`src/rtl/dm_arb_pkg.sv`:
```
// -----------------------------------------------------------------------------
// dm_arb_pkg
// Shared definitions for the data-memory arbiter:
//   DM_AW / DM_DW   default word-address and data widths
//   PORT_PIPE/EXT   port identifiers (0 = pipeline MEM stage, 1 = loader/DMA)
//   WAIT_W          width of the port-1 starvation counter
//   dm_gnt_e        2-bit grant encoding (none, port 0, port 1)
//   byte_addr()     word address -> zero-extended 32-bit byte address
// -----------------------------------------------------------------------------
package dm_arb_pkg;

    localparam int unsigned DM_AW  = 10;
    localparam int unsigned DM_DW  = 32;
    localparam int unsigned WAIT_W = 4;

    localparam logic PORT_PIPE = 1'b0;
    localparam logic PORT_EXT  = 1'b1;

    typedef enum logic [1:0] {
        GNT_NONE = 2'b00,
        GNT_P0   = 2'b01,
        GNT_P1   = 2'b10
    } dm_gnt_e;

    // Memory is word-addressed; byte address is the word address times four.
    function automatic logic [31:0] byte_addr(input logic [31:0] i_word_addr);
        return {i_word_addr[29:0], 2'b00};
    endfunction

endpackage

```
`src/rtl/dm_arb_starve_ctr.sv`:
```
// -----------------------------------------------------------------------------
// dm_arb_starve_ctr
// Saturating wait counter protecting the low-priority port from starvation.
// Counts refused cycles up to MAX_WAIT (legal 1..15) and clears on a grant.
// Ports:
//   i_clk      system clock
//   i_reset    synchronous active-high reset (counter -> 0)
//   i_inc      port 1 requested but was refused this cycle
//   i_clr      port 1 was granted this cycle (wins over i_inc)
//   o_at_max   counter has reached MAX_WAIT; port 1 must win next contest
// -----------------------------------------------------------------------------
module dm_arb_starve_ctr
    import dm_arb_pkg::*;
#(
    parameter int unsigned MAX_WAIT = 4
) (
    input  logic i_clk,
    input  logic i_reset,
    input  logic i_inc,
    input  logic i_clr,
    output logic o_at_max
);

    localparam logic [WAIT_W-1:0] MaxCnt = WAIT_W'(MAX_WAIT);

    logic [WAIT_W-1:0] r_cnt;
    logic [WAIT_W-1:0] w_cnt_next;

    always_comb begin
        w_cnt_next = r_cnt;
        if (i_clr) begin
            w_cnt_next = '0;
        end else if (i_inc && (r_cnt != MaxCnt)) begin
            w_cnt_next = r_cnt + WAIT_W'(1);
        end
    end

    always_ff @(posedge i_clk) begin
        if (i_reset) begin
            r_cnt <= '0;
        end else begin
            r_cnt <= w_cnt_next;
        end
    end

    assign o_at_max = (r_cnt == MaxCnt);

endmodule

```
`src/rtl/dm_arbiter.sv`:
```
// -----------------------------------------------------------------------------
// dm_arbiter
// Arbitrates a single-port word data memory between the pipeline MEM stage
// (port 0, fixed priority) and the loader/DMA port (port 1, starvation
// protected). Grant is combinational (0-cycle), read data is registered
// (1-cycle latency). Writes produce no response.
// Ports:
//   i_clk, i_reset                 clock, synchronous active-high reset
//   i_reqN_valid/we/addr/wdata     request from port N (N = 0, 1)
//   o_reqN_ready                   grant; transfer happens on valid && ready
//   o_rspN_valid, o_rspN_rdata     registered read response to port N
//   o_stall0                       port 0 valid but not granted
//   o_dm_addr/wdata/we             drive to data memory
//   i_dm_rdata                     combinational read data from data memory
// Optional: define DM_ARB_TRACE_EN to print every granted write in simulation.
// -----------------------------------------------------------------------------
module dm_arbiter
    import dm_arb_pkg::*;
#(
    parameter int unsigned AW       = DM_AW,
    parameter int unsigned DW       = DM_DW,
    parameter int unsigned MAX_WAIT = 4
) (
    input  logic          i_clk,
    input  logic          i_reset,

    input  logic          i_req0_valid,
    input  logic          i_req0_we,
    input  logic [AW-1:0] i_req0_addr,
    input  logic [DW-1:0] i_req0_wdata,
    output logic          o_req0_ready,
    output logic          o_rsp0_valid,
    output logic [DW-1:0] o_rsp0_rdata,
    output logic          o_stall0,

    input  logic          i_req1_valid,
    input  logic          i_req1_we,
    input  logic [AW-1:0] i_req1_addr,
    input  logic [DW-1:0] i_req1_wdata,
    output logic          o_req1_ready,
    output logic          o_rsp1_valid,
    output logic [DW-1:0] o_rsp1_rdata,

    output logic [AW-1:0] o_dm_addr,
    output logic [DW-1:0] o_dm_wdata,
    output logic          o_dm_we,
    input  logic [DW-1:0] i_dm_rdata
);

    dm_gnt_e       w_gnt;
    logic          w_at_max;
    logic          w_rd0;
    logic          w_rd1;

    logic          r_rsp0_valid;
    logic [DW-1:0] r_rsp0_rdata;
    logic          r_rsp1_valid;
    logic [DW-1:0] r_rsp1_rdata;

    dm_arb_starve_ctr #(
        .MAX_WAIT (MAX_WAIT)
    ) u_starve_ctr (
        .i_clk    (i_clk),
        .i_reset  (i_reset),
        .i_inc    (i_req1_valid && !o_req1_ready),
        .i_clr    (o_req1_ready),
        .o_at_max (w_at_max)
    );

    // Port 0 wins every contest unless port 1 has been refused MAX_WAIT times.
    always_comb begin
        w_gnt = GNT_NONE;
        if (!i_reset) begin
            if (i_req0_valid && i_req1_valid) begin
                w_gnt = w_at_max ? GNT_P1 : GNT_P0;
            end else if (i_req0_valid) begin
                w_gnt = GNT_P0;
            end else if (i_req1_valid) begin
                w_gnt = GNT_P1;
            end
        end
    end

    assign o_req0_ready = (w_gnt == GNT_P0);
    assign o_req1_ready = (w_gnt == GNT_P1);
    assign o_stall0     = i_req0_valid && !o_req0_ready;

    always_comb begin
        o_dm_addr  = '0;
        o_dm_wdata = '0;
        o_dm_we    = 1'b0;
        unique case (w_gnt)
            GNT_P0: begin
                o_dm_addr  = i_req0_addr;
                o_dm_wdata = i_req0_wdata;
                o_dm_we    = i_req0_we;
            end
            GNT_P1: begin
                o_dm_addr  = i_req1_addr;
                o_dm_wdata = i_req1_wdata;
                o_dm_we    = i_req1_we;
            end
            default: begin
                o_dm_addr  = '0;
                o_dm_wdata = '0;
                o_dm_we    = 1'b0;
            end
        endcase
    end

    assign w_rd0 = o_req0_ready && !i_req0_we;
    assign w_rd1 = o_req1_ready && !i_req1_we;

    // Read data is captured only on a read grant so it holds while valid is low.
    always_ff @(posedge i_clk) begin
        if (i_reset) begin
            r_rsp0_valid <= 1'b0;
            r_rsp0_rdata <= '0;
            r_rsp1_valid <= 1'b0;
            r_rsp1_rdata <= '0;
        end else begin
            r_rsp0_valid <= w_rd0;
            r_rsp1_valid <= w_rd1;
            if (w_rd0) begin
                r_rsp0_rdata <= i_dm_rdata;
            end
            if (w_rd1) begin
                r_rsp1_rdata <= i_dm_rdata;
            end
        end
    end

    assign o_rsp0_valid = r_rsp0_valid;
    assign o_rsp0_rdata = r_rsp0_rdata;
    assign o_rsp1_valid = r_rsp1_valid;
    assign o_rsp1_rdata = r_rsp1_rdata;

`ifdef DM_ARB_TRACE_EN
    always_ff @(posedge i_clk) begin
        if (o_dm_we) begin
            $display("@%0d: *%08h <= %08h",
                     (w_gnt == GNT_P1) ? PORT_EXT : PORT_PIPE,
                     byte_addr(32'(o_dm_addr)), o_dm_wdata);
        end
    end
`endif

endmodule

```
`config.mk`:
```
export PLATFORM = sky130hd
export DESIGN_NAME = dm_arbiter
export DESIGN_NICKNAME = d
export VERILOG_FILES = /design/src/rtl/dm_arb_pkg.sv /design/src/rtl/dm_arb_starve_ctr.sv /design/src/rtl/dm_arbiter.sv
export SDC_FILE = /design/constraint.sdc
export NUM_CORES = 1
export LEC_CHECK = 0
export CAP_MARGIN = 20
export CORE_MARGIN = 10
export CORE_UTILIZATION = 34
export CTS_CLUSTER_SIZE = 12
export DETAILED_ROUTE_END_ITERATION = 10
export PLACE_DENSITY = 0.81
export SYNTH_ARGS = -nofsm -noshare
export SYNTH_HDL_FRONTEND = slang
export SYNTH_HIERARCHICAL = 1
export SYNTH_SLANG_ARGS = --single-unit
```
`constraint.sdc`:
```
create_clock -name i_clk -period 3.15 [get_ports i_clk]
set_clock_uncertainty 0.1 [all_clocks]
set_input_delay 0.315 -clock i_clk [delete_from_list [all_inputs] [get_ports i_clk]]
set_output_delay 0.315 -clock i_clk [all_outputs]
set_load 0.05 [all_outputs]
```
==> run summary <==
The area share of the largest cell type after synthesis is 46.1%. The number of stages on the worst hold path is 2. Initial antenna violation count: 0. The later pin in the worst-skew pair is clocked with a latency of 0.34 ns. The worst supply voltage drop on vdd is 0.324 mV.

In this run the power spent charging and discharging nets is 665 uW. For the number of global-route vias before repair, the log shows 3,755. The critical path starts at u_starve_ctr/r_cnt[0]. Most instantiated flip-flop cell in the synthesis netlist: sky130_fd_sc_hd__dfxtp_1. The number of buffers and inverters on the critical path is 5. The flow ran to the end, and the final reports show no timing, DRC or antenna violations. The run gives 31.1% as the portion of total power attributed to the clock network. The tools report the final number of hold-violating endpoints as 0.

After routing the design area is 6480 sq um. At the end of routability-driven placement, the weighted congestion stood at 1.06. Setup repair after global routing could not meet its margin everywhere.

Number of vias after detailed routing: 3,761. After clock tree synthesis, the clock-pin slew on the worst setup and hold paths is 0.07 ns. In the synthesized netlist the async set-or-reset flop fraction comes to 0%. The count of buffers from port buffering is 233.

Wires add up to 16,800 um. The run gives 50.4% as the worst slew margin relative to its limit. The synthesized netlist devotes 24.4% of its cell area to compound gates. In this run the power density over the cells is 347 nW/um^2. For this run, the slowest stage of the critical path takes 0.41 ns.

The tools report the max-capacitance violation count as 0. The tools report the total routing resource utilization after global routing as 23.6%. The first global-routing pass estimated 23,700 um of wire.

The tree built by TritonCTS fans out to 70 sinks. The combinational family with the most area after synthesis is compound AO/OA/AOI/OAI gates. From left edge to right edge, the die measures 115 um. The H-tree depth was 3. Yosys printed 6 warnings. Average cell area after synthesis: 7.98 sq um. The part of the Yosys area used for sequential elements came out at 46.1%.

For this run, the top clock speed supported by timing is 324 MHz. STA classifies the critical path endpoint as an output port. Cell internal power was estimated by the tool at 1580 uW. The most numerous cell in the Yosys netlist was sky130_fd_sc_hd__nand2_1. The tools report the final setup violation count as 0. The number of different library cells used by synthesis comes to 27. The cell sitting at the root of the clock tree is a sky130_fd_sc_hd__clkbuf_8. The number of enable-type register cells in the synthesized netlist was 0. The adder-cell area share of the yosys netlist is 1.65%. The worst setup path is launched from a flip-flop.

The share of total power dissipated in combinational logic is 28.0%. The number of hold buffers added after CTS was 0. The filler cells instantiated in the layout total 610. In the final design database the tool counted 741 nets.

Per report_power, the sequential group accounts for 40.9% of the total. Synthesis inferred 70 register bits. The worst path in the final design needs a cycle of 3.09 ns, including I/O delays and setup. The fraction of final layout cells with drive strength greater than 1 is 20.6%, and the max-slew violation count is 0.

In this run the core area contains 34 standard-cell rows. The post-detailed-route count of antenna-violating nets is 0, and the post-synthesis instance total is 381. The height of the die is 115 um, and the post-detailed-placement cell area is 5830 sq um.

The logs give 2 for the largest buffer count on any clock path and 2.67 ns for the critical path arrival. Total power for the finished layout comes to 2250 uW. The initial DRC count was 247; the half-perimeter wire length after placement was 12,600 um.

The number of cell instances on the worst register-to-register path came out at 12. The signal on the critical path passes through inv_2 > ha_4 > nand3b_1 > inv_2 > nor2b_4 > or3_4 > ha_4 > nor4_4 > buf_4 > clkbuf_16 > a22o_4 > buf_12. The number of vias per cell after detailed routing was 5.17. The net count of the mapped netlist was 507. After detailed routing, the average wire length per cell comes to 23.1 um. For the TritonCTS buffer count, the log shows 9. Antenna diode instance count: 0.

Kind of cell adding the most delay to the critical path: buffers and inverters. The number of cells on the critical path was 12. In this run switching power makes up 29.6% of total power. Entering global routing, the biggest net connects 70 pins.

Ranked by instance count, the synthesized netlist is headed by sky130_fd_sc_hd__nand2_1, sky130_fd_sc_hd__dfxtp_1, sky130_fd_sc_hd__a21oi_1, sky130_fd_sc_hd__a22o_1, sky130_fd_sc_hd__clkbuf_1. The run gives 8720 sq um as the total core area. In the post-synthesis netlist, the biggest area contributors are sky130_fd_sc_hd__dfxtp_1, sky130_fd_sc_hd__nand2_1, sky130_fd_sc_hd__a22o_1.

The area added between synthesis and finish is 113%, and the remaining routing DRC violations is 0. Die outline area: 13,100 sq um. Post-synthesis cell type with the largest combined area: sky130_fd_sc_hd__dfxtp_1.

The reg-to-reg critical path startpoint was u_starve_ctr/r_cnt[0]. TritonCTS built the clock tree. Along the worst path, the maximum fanout reaches 6.

Of the total synthesized cell area, the portion taken by XOR and XNOR cells is 0%. Of the total synthesized cell area, the portion taken by AND, OR, NAND and NOR gates is 21.0%. The run gives 0 as the total global routing overflow. The tightest min-delay check is of the reg -> reg type. The transition at the pin with the smallest max-transition slack came out at 0.744 ns. The cell area that synthesis handed to floorplanning was 3040 sq um. The logs give 4 for the length of the first detailed-routing pass in iterations and 34.9% for the initial core utilization. In this run the most critical hold path is launched from o_rsp1_rdata[19]. The startpoint-to-endpoint class of the critical path was reg -> out. Multiplexer cells account for 0% of the synthesized area. Dividing the final minimum period by the clock period gives 98.0%. The critical path data required time is 2.73 ns, and the static power due to leakage is 0.00248 uW.

Pin placement for this block handled 234 I/O pins. The largest individual stage delay along the critical path comes from the cell sky130_fd_sc_hd__or3_4.
==> worst min-delay path, cell delays in order, from the launching register on <==
cell and delay, ns:
sky130_fd_sc_hd__dfxtp_1 0.31, sky130_fd_sc_hd__nand2_1 0.05, sky130_fd_sc_hd__a21oi_1 0.05
==> power groups by stage <==
stage	registers [uW]	logic, uW	clock network [uW]
after floorplan	1010	176	0
after global placement	938	572	0
after detailed placement	939	577	0
after CTS	919	588	719
after global routing	921	655	750
final	919	629	699
==> stage by stage <==
step                      hold slack (ns)  worst slack (ns)  utilization [%]  TNS [ns]  instances
after global routing                0.383           -0.0390             74.4    -0.205        728
after detailed placement            0.346            0.0704             66.8         0        697
after floorplan                     0.289            0.0215                -         0        381
final                               0.355            0.0639             74.4         0        728
after CTS                           0.355            0.0139             70.1         0        720
after global placement              0.340             0.160             66.8         0        697
==> cells by family after synthesis <==
group / count (synthesis)
AO/OA/AOI/OAI: 114
flip-flops: 70
AND/OR/NAND/NOR: 151
adder cells (fa/ha/maj): 4
buffers and inverters: 42
==> final timing paths <==
| check | to | slack (ns) |
|---|---|---|
| max | o_dm_wdata[29] | 0.06 |
| max reg2reg | o_rsp1_rdata[8] | 0.68 |
| min reg2reg | o_rsp1_rdata[19] | 0.36 |
| min | o_rsp1_rdata[19] | 0.36 |
==> placed cells by master (no fill, tap or decap), types with 2 or more instances in the layout <==
cell type                         instances
sky130_fd_sc_hd__clkdlybuf4s50_1        186
sky130_fd_sc_hd__nand2_1                128
sky130_fd_sc_hd__dfxtp_1                 68
sky130_fd_sc_hd__a21oi_1                 65
sky130_fd_sc_hd__buf_12                  46
sky130_fd_sc_hd__a22o_4                  26
sky130_fd_sc_hd__buf_4                   19
sky130_fd_sc_hd__a22o_1                  15
sky130_fd_sc_hd__clkbuf_8                 9
sky130_fd_sc_hd__nor2_1                   8
sky130_fd_sc_hd__inv_1                    6
sky130_fd_sc_hd__clkinv_2                 3
sky130_fd_sc_hd__inv_2                    3
sky130_fd_sc_hd__nand3_1                  3
sky130_fd_sc_hd__nor2b_4                  2
sky130_fd_sc_hd__a22oi_1                  2
sky130_fd_sc_hd__nor2b_2                  2
sky130_fd_sc_hd__nand2b_1                 2
sky130_fd_sc_hd__ha_4                     2
sky130_fd_sc_hd__ha_1                     2
sky130_fd_sc_hd__clkinv_4                 2
sky130_fd_sc_hd__buf_8                    2
sky130_fd_sc_hd__clkbuf_16                2
sky130_fd_sc_hd__a21boi_1                 2
sky130_fd_sc_hd__dfxtp_2                  2
==> cell type report <==
type | instances | area, sq um | share of cell area, %
Inverter | 9 | 33.8 | 0.521
Multi-Input combinational cell | 269 | 1710 | 26.4
Tap cell | 108 | 135 | 2.08
Clock inverter | 6 | 62.6 | 0.965
Sequential cell | 70 | 1400 | 21.6
Timing Repair Buffer | 256 | 3010 | 46.4
Clock buffer | 10 | 128 | 1.97
==> registers in the layout, summed over array words and instances, names as in the netlist <==
name / count
o_rsp0_rdata: 32
o_rsp1_rdata: 32
u_starve_ctr/r_cnt: 4
o_rsp0_valid: 1
o_rsp1_valid: 1
==> routing by layer <==
metal	global-route usage, %	vias up	wire (um)
met4	11.9	0	844
met5	0	-	0
li1	-	1756	-
met2	41.6	205	8530
met3	8.12	46	1410
met1	24.0	1754	6040
==> repair_timing <==
item / CTS / global route
gates resized for setup: 12 / 39
endpoints found under the setup margin: 41 / 41
setup buffers: 5 / 6
pin swaps: 3 / 10
gates cloned: 2 / 2
Note: power is estimated with default switching activity, not from simulation.
==> edit, RTL diff (config.mk and constraints unchanged) <==
Change the package constant `WAIT_W` from 4 to 6.
--- a/src/rtl/dm_arb_pkg.sv
+++ b/src/rtl/dm_arb_pkg.sv
@@ -12,5 +12,5 @@
     localparam int unsigned DM_AW  = 10;
     localparam int unsigned DM_DW  = 32;
-    localparam int unsigned WAIT_W = 4;
+    localparam int unsigned WAIT_W = 6;
 
     localparam logic PORT_PIPE = 1'b0;
Behaviour: no difference found for any inputs over 10 cycles, from zero or initial values and one cycle with i_reset high; that may be too few to reach the edited logic, so the function may still have changed.
==> edit against the original RTL <==
  * The run now ends with negative setup slack left
  * Setup slack lost 65 ps
  * Sequential cell count up 2
  * Core utilization grew 1.3 points
  * Wire length rose by 10%
  * Cell count grew 2.6%
  * Power up 8.2%
  * Cell area grew 3.2%
  * Area after synthesis increased by 3.2%
==> edit: results (changes against the original RTL) <==
* FF-to-FF setup slack at 480 ps (-200 ps)
* Sequential-to-total area share from yosys stat at 45.9% (-0.14 points)
* YS warnings at 6 (unchanged)
* Syn_nets at 518 (+2.2%)
* Final worst slack at -1.29 ps (-65.2 ps)
* All-layer global routing usage at 25.5% (+1.9 points)
* Syn_area_per_cell at 8.01 um^2 (+0.27%)
* Fill cells at 574 (-5.9%)
* Type of origin of the critical path: flop
* R2r worst-path depth at 11 (-1)
* Origin of the critical flop-to-flop path: u_starve_ctr/r_cnt[4]
* First-pass GRT wire length at 25500 um (+7.5%)
* Final setup fails at 1 (+1)
* Hpwl dp at 14100 um (+12%)
* Crit path max fanout at 10 (+4)
* DRT iter0 DRCs at 316 (+28%)
* Asr flop ratio synth at 0% (unchanged)
* Post-route insts no fill at 747 (+2.6%)
* Cell Area, Placed at 5940 um^2 (+1.9%)
* XOR/XNOR share of the synthesized area at 0.279% (+0.28 points)
* Post-synthesis cell type count at 29 (+7.4%)
* Synth Flop Type: dfxtp_1
* Clk_lat worst skew at 340 ps (about the same)
* Largest net degree at the start of global routing at 50 (-29%)
* Status: complete, but fails checks
* H-Tree Depth at 3 (unchanged)
* Post-Synth Adder-Cell Area at 1.59% (-0.051 points)
* LEAKAGE at 2.54 nW (+2.5%)
* Post-synthesis mux area share at 0.638% (+0.64 points)
* Total Wirelength at 18600 um (+10%)
* Initial antenna violation count at 6 (+6)
* Routed via count at 3994 (+6.2%)
* Count of final hold-check violations at 0 (unchanged)
* Synth top cells by count: nand2_1, dfxtp_1, a21oi_1
* Clock root buffer: clkbuf_8
* First-pass detailed-route iteration total at 5 (+1)
* Hold WC Path Type: reg2reg
* Reg-to-reg endpoint: o_rsp1_rdata[18]
* Post-Place Cells at 708 (+1.6%)
* Vias in the first global route at 3925 (+4.5%)
* Final #Nets at 758 (+2.3%)
* # Max-Cap Violations at 0 (unchanged)
* Setup TNS at -1.29 ps (-1.29 ps)
* Synth Area in Compound Gates at 23.7% (-0.63 points)
* Port bufs at 233 (unchanged)
* Max VDD drop at 457 uV (+41%)
* Dominant cells by area after synthesis: dfxtp_1, nand2_1, a22o_1
* TritonCTS Buffers at 9 (unchanged)
* Worst-Margin Slew at 588 ps (-156 ps)
* Clock slew at reported path FFs at 80 ps
* Fraction of final layout cells sized beyond drive strength 1 at 20.9% (+0.23 points)
* CP endpoint: o_dm_wdata[31]
* Clock buffer depth at 2 (unchanged)
* Violated checks: negative setup slack
* Gpl congestion at 0.973 (-8.4%)
==> edit: how the worst min path moves through the flow <==
stage / startpoint / end / slack (ps) / depth (start not counted)
after global routing: o_rsp1_rdata[21] / o_rsp1_rdata[21] / 370 / 2
after floorplan: i_dm_rdata[13] / o_rsp0_rdata[13] / 350 / 2
final: o_rsp0_rdata[27] / o_rsp0_rdata[27] / 350 / 2
after CTS: i_reset / o_rsp0_valid / 350 / 3
after global placement: o_rsp0_rdata[27] / o_rsp0_rdata[27] / 340 / 2
after detailed placement: o_rsp0_rdata[27] / o_rsp0_rdata[27] / 350 / 2
==> edit: power breakdown <==
| group | internal [W] | total [W] | switching [W] |
|---|---|---|---|
| clock network | 0.000456 | 0.000839 | 0.000384 |
| registers | 0.000932 | 0.000944 | 0.0000124 |
| logic | 0.000320 | 0.000648 | 0.000328 |
| total | 0.00171 | 0.00243 | 0.000724 |
==> edit: final cells by class <==
cell class	instances	share of cell area, %
well taps	108	2.02
clock inverters	7	1.53
inverters	7	0.393
repair buffers	262	46.7
diodes	2	0.0748
multi-input cells	280	25.7
clock buffers	9	1.85
flip-flops and latches	72	21.7
==> edit: critical path: stages, from the launching register on <==
cell and delay (ps):
dfxtp_4 360, nor4b_4 280, and2_4 200, nor2b_4 40
or3_4 340, ha_4 300, buf_6 110, nor2b_4 50
buf_12 140, buf_12 150, a22o_4 270, buf_12 150
==> edit: layer usage <==
metal	track usage (%)	up-vias	part of all wire, %
met3	12.4	50	12
met4	14.1	6	5.2
li1	-	1811	-
met1	25.1	1880	34
met2	43.5	247	49
met5	0	-	0.27
==> edit: through the flow <==
stage | setup WS (ps) | util [%]
after floorplan | 28.3 | -
after global placement | 56.0 | 67.1
after detailed placement | 4.68 | 67.1
after CTS | -58.5 | 72.7
after global routing | -69.7 | 75.6
final | -1.29 | 75.7
==> edit: timing repair <==
action                     4_1_cts  5_1_grt
gates cloned                     3        5
setup endpoints to repair       41       41
gates resized for setup         29       21
buffers inserted                 9        4
pin swaps                        9       25
==> edit: cell families (layout without fill, tap and decap cells) <==
family,after synthesis,in the layout
xor gates and xnor gates,1,1
adders and majority gates,4,4
and+or+nand+nor,158,158
other,0,2
buffers and inverters,40,285
AOI/OAI and AO/OA,115,115
DFF,72,72
muxes,2,2
